File: config.mk
export PLATFORM = sky130hd
export DESIGN_NAME = control_sequencer
export DESIGN_NICKNAME = d
export VERILOG_FILES = /design/src/rtl/cpu_pkg.sv /design/src/rtl/cs_decode.sv /design/src/rtl/control_sequencer.sv
export SDC_FILE = /design/constraint.sdc
export NUM_CORES = 1
export LEC_CHECK = 0
export BUFFER_PORTS_ARGS = -buffer_cell sky130_fd_sc_hd__buf_2
export CORE_UTILIZATION = 29
export DETAILED_ROUTE_END_ITERATION = 10
export GPL_TIMING_DRIVEN = 1
export PLACE_DENSITY = 0.66
export SYNTH_ARGS = -nofsm -noshare
export SYNTH_HDL_FRONTEND = slang
export SYNTH_HIERARCHICAL = 1
export SYNTH_SLANG_ARGS = --single-unit
File: constraint.sdc
create_clock -name Clock -period 1.15 [get_ports Clock]
set_input_delay 0.115 -clock Clock [delete_from_list [all_inputs] [get_ports Clock]]
set_output_delay 0.115 -clock Clock [all_outputs]
set_load 0.005 [all_outputs]
File: src/rtl/cpu_pkg.sv
// Shared definitions for the hardwired control sequencer: opcodes, state
// encodings, IR field positions, opcode classification and the strobe bundle.
package cpu_pkg;

    // IR field bit positions
    localparam int OPC_HI = 31;
    localparam int OPC_LO = 27;
    localparam int RA_HI  = 26;
    localparam int RA_LO  = 23;
    localparam int RB_HI  = 22;
    localparam int RB_LO  = 19;
    localparam int RC_HI  = 18;
    localparam int RC_LO  = 15;

    // Opcodes
    localparam logic [4:0] OP_ADD  = 5'b00011;
    localparam logic [4:0] OP_SUB  = 5'b00100;
    localparam logic [4:0] OP_AND  = 5'b00101;
    localparam logic [4:0] OP_OR   = 5'b00110;
    localparam logic [4:0] OP_ROR  = 5'b00111;
    localparam logic [4:0] OP_ROL  = 5'b01000;
    localparam logic [4:0] OP_SHR  = 5'b01001;
    localparam logic [4:0] OP_SHRA = 5'b01010;
    localparam logic [4:0] OP_SHL  = 5'b01011;
    localparam logic [4:0] OP_MUL  = 5'b01111;
    localparam logic [4:0] OP_DIV  = 5'b10000;
    localparam logic [4:0] OP_NEG  = 5'b10001;
    localparam logic [4:0] OP_NOT  = 5'b10010;
    localparam logic [4:0] OP_NOP  = 5'b11010;
    localparam logic [4:0] OP_HALT = 5'b11011;

    // Sequencer states, 4-bit encoded
    localparam logic [3:0] S_IDLE   = 4'd0;
    localparam logic [3:0] S_T0     = 4'd1;
    localparam logic [3:0] S_T1     = 4'd2;
    localparam logic [3:0] S_T2     = 4'd3;
    localparam logic [3:0] S_T3     = 4'd4;
    localparam logic [3:0] S_T4     = 4'd5;
    localparam logic [3:0] S_T5     = 4'd6;
    localparam logic [3:0] S_T6     = 4'd7;
    localparam logic [3:0] S_HALTED = 4'd8;

    typedef enum logic [2:0] {
        CLS_ALU,
        CLS_MULDIV,
        CLS_NOP,
        CLS_HALT,
        CLS_ILLEGAL
    } op_class_t;

    // Every datapath strobe the sequencer can drive
    typedef struct packed {
        logic       pc_out;
        logic       zlow_out;
        logic       zhigh_out;
        logic       mdr_out;
        logic       mar_in;
        logic       pc_in;
        logic       mdr_in;
        logic       ir_in;
        logic       y_in;
        logic       zlow_in;
        logic       zhigh_in;
        logic       hi_in;
        logic       lo_in;
        logic       inc_pc;
        logic       read;
        logic       gra;
        logic       grb;
        logic       grc;
        logic       r_in;
        logic       r_out;
        logic [4:0] alu_op;
        logic       halted;
        logic       illegal_op;
    } strobes_t;

    function automatic op_class_t classify(input logic [4:0] opcode);
        case (opcode)
            OP_ADD, OP_SUB, OP_AND, OP_OR, OP_ROR, OP_ROL,
            OP_SHR, OP_SHRA, OP_SHL, OP_NEG, OP_NOT: return CLS_ALU;
            OP_MUL, OP_DIV:                          return CLS_MULDIV;
            OP_NOP:                                  return CLS_NOP;
            OP_HALT:                                 return CLS_HALT;
            default:                                 return CLS_ILLEGAL;
        endcase
    endfunction

endpackage

File: src/rtl/cs_decode.sv
// Combinational strobe decode: registered state plus IR opcode to the full
// strobe bundle. MemRdy is consulted only in T1 so the PC update and its bus
// transfer land on the single cycle the fetch completes.
module cs_decode
    import cpu_pkg::*;
(
    input  logic [3:0] state,
    input  logic [4:0] opcode,
    input  logic       mem_rdy,
    output strobes_t   strobes
);

    op_class_t cls;

    assign cls = classify(opcode);

    // Per-state strobe generation; anything not named stays low
    always_comb begin
        // NOTE: the all-zero default covers every path, so no latch can form.
        strobes = '0;
        case (state)
            S_T0: begin
                strobes.pc_out  = 1'b1;
                strobes.mar_in  = 1'b1;
                strobes.inc_pc  = 1'b1;
                strobes.zlow_in = 1'b1;
            end
            S_T1: begin
                strobes.read   = 1'b1;
                strobes.mdr_in = 1'b1;
                if (mem_rdy) begin
                    strobes.zlow_out = 1'b1;
                    strobes.pc_in    = 1'b1;
                end
            end
            S_T2: begin
                strobes.mdr_out = 1'b1;
                strobes.ir_in   = 1'b1;
            end
            S_T3: begin
                case (cls)
                    CLS_ALU, CLS_MULDIV: begin
                        strobes.grb   = 1'b1;
                        strobes.r_out = 1'b1;
                        strobes.y_in  = 1'b1;
                    end
                    CLS_ILLEGAL: strobes.illegal_op = 1'b1;
                    default: ;
                endcase
            end
            S_T4: begin
                strobes.grc      = 1'b1;
                strobes.r_out    = 1'b1;
                strobes.zlow_in  = 1'b1;
                strobes.zhigh_in = (cls == CLS_MULDIV);
                strobes.alu_op   = opcode;
            end
            S_T5: begin
                strobes.zlow_out = 1'b1;
                if (cls == CLS_MULDIV) begin
                    strobes.lo_in = 1'b1;
                end else begin
                    strobes.gra  = 1'b1;
                    strobes.r_in = 1'b1;
                end
            end
            S_T6: begin
                strobes.zhigh_out = 1'b1;
                strobes.hi_in     = 1'b1;
            end
            S_HALTED: strobes.halted = 1'b1;
            default: ;
        endcase
    end

endmodule

File: src/rtl/control_sequencer.sv
// Hardwired control unit sequencing the bus datapath through fetch and
// execute. Holds the state register and next-state logic; strobes come from
// cs_decode.
module control_sequencer
    import cpu_pkg::*;
(
    input  logic        Clock,
    input  logic        Clear,
    input  logic        Run,
    input  logic        MemRdy,
    input  logic [31:0] IR,
    output logic        PCout,
    output logic        Zlowout,
    output logic        ZHighout,
    output logic        MDRout,
    output logic        MARin,
    output logic        PCin,
    output logic        MDRin,
    output logic        IRin,
    output logic        Yin,
    output logic        ZLowIn,
    output logic        ZHighIn,
    output logic        HIin,
    output logic        LOin,
    output logic        IncPC,
    output logic        Read,
    output logic        Gra,
    output logic        Grb,
    output logic        Grc,
    output logic        Rin,
    output logic        Rout,
    output logic [4:0]  AluOp,
    output logic        Halted,
    output logic        IllegalOp
);

    logic [3:0] state;
    logic [3:0] state_next;
    logic [4:0] opcode;
    op_class_t  cls;
    strobes_t   strobes;

    // Register fields are decoded by the datapath, not here
    logic unused_ir_fields;
    assign unused_ir_fields = ^IR[RA_HI:0];

    assign opcode = IR[OPC_HI:OPC_LO];
    assign cls    = classify(opcode);

    // State register; Clear wins over every other input
    always_ff @(posedge Clock) begin
        // NOTE: non-blocking assignment keeps all flops updating from pre-edge values.
        if (Clear) begin
            state <= S_IDLE;
        end else begin
            state <= state_next;
        end
    end

    // Next-state selection; Run is only looked at where an instruction may start
    always_comb begin
        state_next = S_IDLE;
        case (state)
            S_IDLE:   state_next = Run ? S_T0 : S_IDLE;
            S_T0:     state_next = S_T1;
            S_T1:     state_next = MemRdy ? S_T2 : S_T1;
            S_T2:     state_next = S_T3;
            S_T3: begin
                case (cls)
                    CLS_ALU, CLS_MULDIV: state_next = S_T4;
                    CLS_HALT:            state_next = S_HALTED;
                    default:             state_next = Run ? S_T0 : S_IDLE;
                endcase
            end
            S_T4:     state_next = S_T5;
            S_T5: begin
                if (cls == CLS_MULDIV) begin
                    state_next = S_T6;
                end else begin
                    state_next = Run ? S_T0 : S_IDLE;
                end
            end
            S_T6:     state_next = Run ? S_T0 : S_IDLE;
            S_HALTED: state_next = S_HALTED;
            default:  state_next = S_IDLE;
        endcase
    end

    cs_decode u_decode (
        .state   (state),
        .opcode  (opcode),
        .mem_rdy (MemRdy),
        .strobes (strobes)
    );

    assign PCout     = strobes.pc_out;
    assign Zlowout   = strobes.zlow_out;
    assign ZHighout  = strobes.zhigh_out;
    assign MDRout    = strobes.mdr_out;
    assign MARin     = strobes.mar_in;
    assign PCin      = strobes.pc_in;
    assign MDRin     = strobes.mdr_in;
    assign IRin      = strobes.ir_in;
    assign Yin       = strobes.y_in;
    assign ZLowIn    = strobes.zlow_in;
    assign ZHighIn   = strobes.zhigh_in;
    assign HIin      = strobes.hi_in;
    assign LOin      = strobes.lo_in;
    assign IncPC     = strobes.inc_pc;
    assign Read      = strobes.read;
    assign Gra       = strobes.gra;
    assign Grb       = strobes.grb;
    assign Grc       = strobes.grc;
    assign Rin       = strobes.r_in;
    assign Rout      = strobes.r_out;
    assign AluOp     = strobes.alu_op;
    assign Halted    = strobes.halted;
    assign IllegalOp = strobes.illegal_op;

endmodule

# [After elaboration in Yosys (flattened, before gate mapping)]
# Memories as Yosys holds them, arrays and structs flattened.
# Index checks and enable logic that the tools add are counted.
[word_totals] elab_cells=48 output_inout_bits=27 memories=2 input_bits=36 mem_bits_ro=192 regBits=4
[memory_table] name="(name not given)" words=32 width=3 rd=1 rd_clocked_by_memory_dff=0 wr=0 line="cpu_pkg.sv:79" source="case (opcode)"
[memory_table] name="(name not given)" words=32 width=3 rd=1 rd_clocked_by_memory_dff=0 wr=0 line="cpu_pkg.sv:79"
[classes] n_mux=26 n_reduce_logical=7 n_eq_ne=12
[op_table] op="$pmux 4 s8" n=1
[op_table] op="$mux 1" n=19
[op_table] op="$eq 4x3->1 const B" n=4
[op_table] op="$eq 4x2->1 const B" n=2
[op_table] op="$pmux 4 s2" n=1
[op_table] op="$reduce_or 2->1" n=4
[op_table] op="$eq 3x1->1 const B" n=2
[op_table] op="$logic_not 3->1" n=2
[op_table] op="$mux 5" n=1
[op_table] op="$eq 4x1->1 const B" n=1
[op_table] op="$eq 4x4->1 const B" n=1
[op_table] op="$logic_not 4->1" n=1
[op_table] op="$pmux 1 s2" n=2
[op_table] op="$eq 3x2->1 const B" n=1
[op_table] op="$eq 3x3->1 const B" n=1
[op_table] op="$mux 3" n=1
[op_table] op="$mux 2" n=1

# [Longest topological paths before layout]
# Gate-level depths: netlist of the first run.
# An unclocked memory read counts as a cell.
[logic_depth] word_depth=5 ltp_mapped=4 mapped_depth_nobuf=4

# [Hierarchy]
# Netlist of the first run, hierarchy kept.
[modules_own_cells] module="cs_decode" seq_area_each_um2=0.0 cells_per_inst=48 area_per_inst_um2=324.1 instances=1
[modules_own_cells] module="control_sequencer" seq_area_each_um2=80.1 cells_per_inst=38 area_per_inst_um2=322.8 instances=1

# [Worst setup path after synthesis of the first run]
# Ideal clock, no wire load.
[synth_path] path_type="register to output" start="register state[1]" end="output Yin" n_path_buf=1 slack_ns=-0.203 arrival_time_ns=1.238 path_stages_with_launch=5 required_ns=1.035 path_cell_list="dfxtp_1 nor4b_2 nand2b_1 o21ai_0 buf_4"
[synth_between] elab_chain_cells=2
[synth_lines] item="start: declaration" line="control_sequencer.sv:37" source="logic [3:0] state;"
[synth_lines] item="start signal: assignment" line="control_sequencer.sv:56" source="state <= state_next;"
[synth_lines] item="$eq 4x3->1"
[synth_lines] item="$mux 1"
[synth_lines] item="end: declaration" line="control_sequencer.sv:20" source="output logic Yin,"
# No other way between the ends.

# [Worst setup path after layout of the first run]
[layout_path] start="register state[1]" end="output Rout"
[layout_between] elab_chain_cells=2 elab_cells_between_ends=3 classes_between="eq/ne (2); mux (1)"
[layout_lines] item="$eq 4x3->1" line="cs_decode.sv:21" source="case (state)"
[layout_lines] item="$pmux 1 s2 (*)" line="cs_decode.sv:21"
[layout_lines] item="end: declaration" line="control_sequencer.sv:31" source="output logic Rout,"
# Every way passes the cells marked *; elsewhere a longest branch is shown, timed or not.

==> results.toml, run 1 <==
[logic_synthesis]
yosys_warnings = 6
ys.flop_type = "dfxtp_1"
synth_seq_area_share = 0.124
synth.avg_cell_area_um2 = 7.52
synth_area_um2 = 647
synth_area_leader_cell = "dfxtp_1"
synth_top_area_share = 0.124
async_flop_share = 0
synthCells = 86
synth-edff-count = 0
synth_cell_types = 41
synth_nets = 122
ys_seq_elements = 4
synthTopCellsByCount = "and2_1 (7), buf_4 (7), nor2_1 (6), nor3_1 (6)"
synth_area_leaders = "dfxtp_1 (12%), buf_4 (8.1%), and2_1 (6.8%), nand2b_1 (4.8%), nor2b_1 (4.8%)"

[setup_path]
cp_num_buf_inv = 1
critPathSlowestCell = "dfxtp_2"
path_max_fanout = 4
critPathTopFamily = "simple AND/OR/NAND/NOR gates"
reg2reg_to = "state[3]"
path_cells = "nor4b_4 -> nand2b_1 -> o211ai_1 -> buf_2"
critPathCaptureType = "output port"
crit_type = "reg -> out"
reg2reg_depth = 4
r2r-start = "state[2]"
arrival_ns = 1.33
slowest_delay_ns = 0.34
rrSetupSlack_ns = 0.04
crit_required_ns = 1.03
worstSetupStartpointType = "flip-flop"

[power_and_ir_drop]
peakVddDrop_uv = 392
powerDensity_mw_per_mm2 = 591
finalPower_mw = 0.690
pwr-share-comb = 0.512
p_sw_mw = 0.239
clock_power_share = 0.252
p_leak_nw = 0.546
swShare = 0.347
internal_power_mw = 0.450
sequentialPowerShare = 0.236

[sta]
fmax_mhz = 693
period_share = 1.26
maxSlewHeadroom = 0.824
hold_ws_ns = 0.108
finalCriticalPeriod_ns = 1.44
finClkSkew_ns = 0.00563
hold_violations = 0
setup_violations = 27
fin_tns_setup_ns = -5.00
finalMaxSlewViolations = 0
worst_slack_ns = -0.294
worstMarginPinSlew_ns = 0.256
rsz0062_at_grt = "true"

[place]
gp_congestion = 0.797
hpwl_um = 1370
io_buffers = 35
pre_cts_ws_ns = -0.210
placed_area_um2 = 947
dp.cells = 158

[cells_and_area]
top_register = "state"
final_area_mm2 = 0.00117
largestRegisters = "state x4"
drive_above_1_share = 0.652
syn_to_final_growth_pct = 80.3
largest_reg_flops = 4
insertedDiodeCount = 0
final_cells = 165
post-route-util = 0.577
fin_nets = 176

[die]
die_h_um = 49.2
die-area_mm2 = 0.00242
ios = 63
die_x_um = 49.2
num_rows = 16
initial_core_util = 0.320
core_area_mm2 = 0.00202

[route]
wl_per_cell_um = 11.9
routed_wirelength_um = 1970
vias_per_cell = 5.27
ant_nets = 0
vias = 869
first_iter_violations = 13
drcViolationCount = 0
drtPass1Iterations = 4

[outcome]
violations = "negative setup slack"
status = "complete, but fails checks"

[clocking]
clkSlewWorstSetupHoldPaths_ns = 0.04
cts_tree = "done"
h-tree-depth = 1
ctsHoldBuffers = 0
cts_buffers = 3
clock_sinks = 4
ctsRootBufferMaster = "clkbuf_4"
clk_latency_ns = 0.24
cts_buffer_depth = 2

[worst_hold_path]
holdPathEnd = "state[3]"
hold_path_class = "in -> reg"
hold_depth = 2
worstHoldStart = "Clear"

[grt]
grt_pass1_wl_um = 3240
grt_overflow = 0
grt_pass1_vias = 784
grt_max_degree = 15
antenna_found_initial = 0
grt_use_total = 0.165

[job]
maxCapViolations = 0
## cells in the final DEF, fill, tap and decap left out, types with 2 or more instances in the layout
cell,instances
nand2b_1,4
dfxtp_4,2
nor2_1,4
or4b_4,2
nor2b_1,4
buf_2,32
o21ai_0,2
o211ai_1,3
nor3_4,3
and2_1,6
clkbuf_4,3
inv_1,2
nor4b_4,2
nor3_2,2
buf_4,16
buf_6,9
nand3_1,2
nand4_1,2
o2111ai_1,2
a21oi_1,2
nand2_1,2
## power by group through the flow
| stage | sequential, mW | clock [mW] | combinational, mW |
|---|---|---|---|
| detailed placement | 0.164 | 0 | 0.262 |
| CTS | 0.163 | 0.180 | 0.297 |
| finish | 0.163 | 0.174 | 0.353 |
| floorplan | 0.172 | 0 | 0.129 |
| global placement | 0.163 | 0 | 0.257 |
| global route | 0.164 | 0.186 | 0.380 |
## area by class of cell
| class | instances | area [um^2] |
|---|---|---|
| fillers | 194 | 856 |
| multi-input cells | 71 | 626 |
| repair buffers | 57 | 382 |
| flip-flops and latches | 4 | 88.8 |
| well taps | 27 | 33.8 |
| clock buffers | 3 | 22.5 |
| inverters | 3 | 13.8 |
## kinds of logic (layout without fill, tap and decap cells)
family,count (synthesis),after routing,share of synthesized area
buf+inv,11,63,0.106
compound gates,20,20,0.255
mux,2,2,0.0329
flops,4,4,0.124
simple gates,48,48,0.468
xor+xnor,1,1,0.0135
## routing by layer
layer  up-vias  part of all wire  GRT usage
li1        427                 -          -
met1       405              0.42      0.181
met2        33              0.52      0.322
met3         4             0.050     0.0218
met4         0             0.013     0.0441
met5         -                 0          0
## how the worst max path moves through the flow
| stage | endpoint | depth (start not counted) | startpoint |
|---|---|---|---|
| after floorplan | Yin | 4 | state[3] |
| after global placement | LOin | 5 | IR[29] |
| after detailed placement | LOin | 5 | IR[29] |
| after CTS | Rout | 4 | state[1] |
| after global routing | Rout | 4 | state[3] |
| final | Rout | 4 | state[1] |
## repair_timing
action                     4_1_cts  5_1_grt
buffers inserted                 1        3
pin swaps                        7        8
gates cloned                     0        0
gates resized for setup         20       15
setup endpoints to repair       27       30
Power figures use the tool's default switching activity.
==> run 2: changes to the inputs <==
--- a/config.mk
+++ b/config.mk
@@ -6,6 +6,7 @@
 export NUM_CORES = 1
 export LEC_CHECK = 0
 export BUFFER_PORTS_ARGS = -buffer_cell sky130_fd_sc_hd__buf_2
+export CORE_MARGIN = 10
 export CORE_UTILIZATION = 29
 export DETAILED_ROUTE_END_ITERATION = 10
 export GPL_TIMING_DRIVEN = 1
==> run 2 against run 1 <==
The run still ends with negative setup slack left. Flip-flop and latch count did not move. Combinational power shrank 13%. Clock skew is 0.0012 ns lower. Non-clock buffer count down 6. Final cell count fell by 3.0%. Global-route usage decreased by 7.6 points. Register-to-register slack worse by 0.08 ns. Worst setup slack gained 0.0080 ns. Clock-buffer cell count unchanged. Worst hold slack improved by 0.032 ns. Critical path type unchanged.
==> results.toml, run 2 (same netlist as run 1, synthesis figures left out) <==
[outcome]
status = "complete, but fails checks"
violations = "negative setup slack"

[setup_path]
critPathTopFamily = "simple AND/OR/NAND/NOR gates"
slowest_delay_ns = 0.34
arrival_ns = 1.32
path_max_fanout = 5
critPathCaptureType = "output port"
critPathSlowestCell = "dfxtp_2"
crit_type = "reg -> out"
crit_required_ns = 1.03
path_cells = "nand2b_2 -> nor3_4 -> and2_1 -> buf_2"
cp_num_buf_inv = 1
worstSetupStartpointType = "flip-flop"

[sta]
worstMarginPinSlew_ns = 0.267
rsz0062_at_grt = "true"
finClkSkew_ns = 0.00439
fmax_mhz = 697
finalCriticalPeriod_ns = 1.44
maxSlewHeadroom = 0.821
period_share = 1.25
hold_violations = 0
hold_ws_ns = 0.139
setup_violations = 28
finalMaxSlewViolations = 0
worst_slack_ns = -0.286

[cells_and_area]
post-route-util = 0.495
final_cells = 160
n_fill_cell = 223
largestRegisters = "state x4"
layout_commonest_cell = "buf_2"
top_register = "state"
syn_to_final_growth_pct = 66.2
fin_nets = 170
drive_above_1_share = 0.629
insertedDiodeCount = 0
final_cell_mix = "buf_2 (33), buf_4 (14), and2_1 (7)"
largest_reg_flops = 4

[power_and_ir_drop]
powerDensity_mw_per_mm2 = 598
p_leak_nw = 0.511
peakVddDrop_uv = 359
finalPower_mw = 0.643

[route]
routed_wirelength_um = 2210
drtPass1Iterations = 4
vias_per_cell = 4.96
drcViolationCount = 0
first_iter_violations = 44
wl_per_cell_um = 13.8
ant_nets = 0
vias = 794

[clocking]
cts_buffers = 3
h-tree-depth = 1
clk_latency_ns = 0.23
ctsRootBufferMaster = "clkbuf_4"
clock_sinks = 4
cts_tree = "done"
cts_buffer_depth = 2
clkSlewWorstSetupHoldPaths_ns = 0.04

[place]
pre_cts_ws_ns = -0.219
dp.cells = 154
io_buffers = 35
hpwl_um = 1700
gp_congestion = 0.898

[grt]
grt_pass1_wl_um = 3260
grt_max_degree = 15
antenna_found_initial = 0
grt_use_total = 0.0893
grt_pass1_vias = 770
grt_overflow = 0

[die]
num_rows = 17
ios = 63
core_area_mm2 = 0.00217
die-area_mm2 = 0.00452
die_h_um = 67.2
die_x_um = 67.2
initial_core_util = 0.298

[worst_hold_path]
hold_path_class = "in -> reg"

[job]
maxCapViolations = 0
==> run 2: changes by cell type in the layout (fill, tap and decap cells not counted), sizes merged <==
cell / delta
buf: -6
==> run 2: report_power, final <==
part / leakage [nW] / switching (mW) / internal [mW]
registers: 0.0344 / 0.0149 / 0.151
clock network: 0.0138 / 0.0546 / 0.117
logic: 0.463 / 0.153 / 0.153
total: 0.511 / 0.223 / 0.420
==> run 2: metrics by stage <==
stage	instance area, um^2	setup TNS, ns
final	1070	-4.70
after CTS	1010	-4.39
after global placement	911	-1.29
after detailed placement	911	-1.66
after floorplan	661	-0.0582
after global routing	1070	-7.12
==> run 2: worst reg2reg max path: stages, from the launching register on <==
cell and delay, ns:
dfxtp_2 0.35, buf_4 0.23, mux2_2 0.35, nor4_1 0.16
==> run 2: cell type report <==
type,instances,area (um^2),area share
well taps,28,35.0,0.0326
clock buffers,3,22.5,0.0210
multi-input cells,71,603,0.561
inverters,3,13.8,0.0128
repair buffers,51,315,0.293
flip-flops and latches,4,85.1,0.0792
==> run 2: what timing repair did <==
action	in CTS	in global routing
resized for setup	14	12
hold buffers	0	0
endpoints found under the setup margin	28	30
endpoints found under the hold margin	0	0
pin swaps	6	3
setup buffers	1	2
==> run 2: layer usage <==
metal | GRT usage | wire (um) | vias to the layer above
met5 | 0 | 0 | -
met4 | 0.0513 | 0 | 0
met3 | 0.0264 | 195 | 0
met2 | 0.148 | 1090 | 31
met1 | 0.0995 | 921 | 356
li1 | - | - | 407
==> run 2: worst paths after layout <==
| path | start | end | slack, ns | cells past startpoint |
|---|---|---|---|---|
| hold reg to reg | state[1] | state[3] | 0.63 | 2 |
| hold / removal | Clear | state[3] | 0.14 | 2 |
| setup / recovery | state[0] | PCin | -0.29 | 4 |
| setup reg to reg | state[3] | state[3] | -0.04 | 3 |
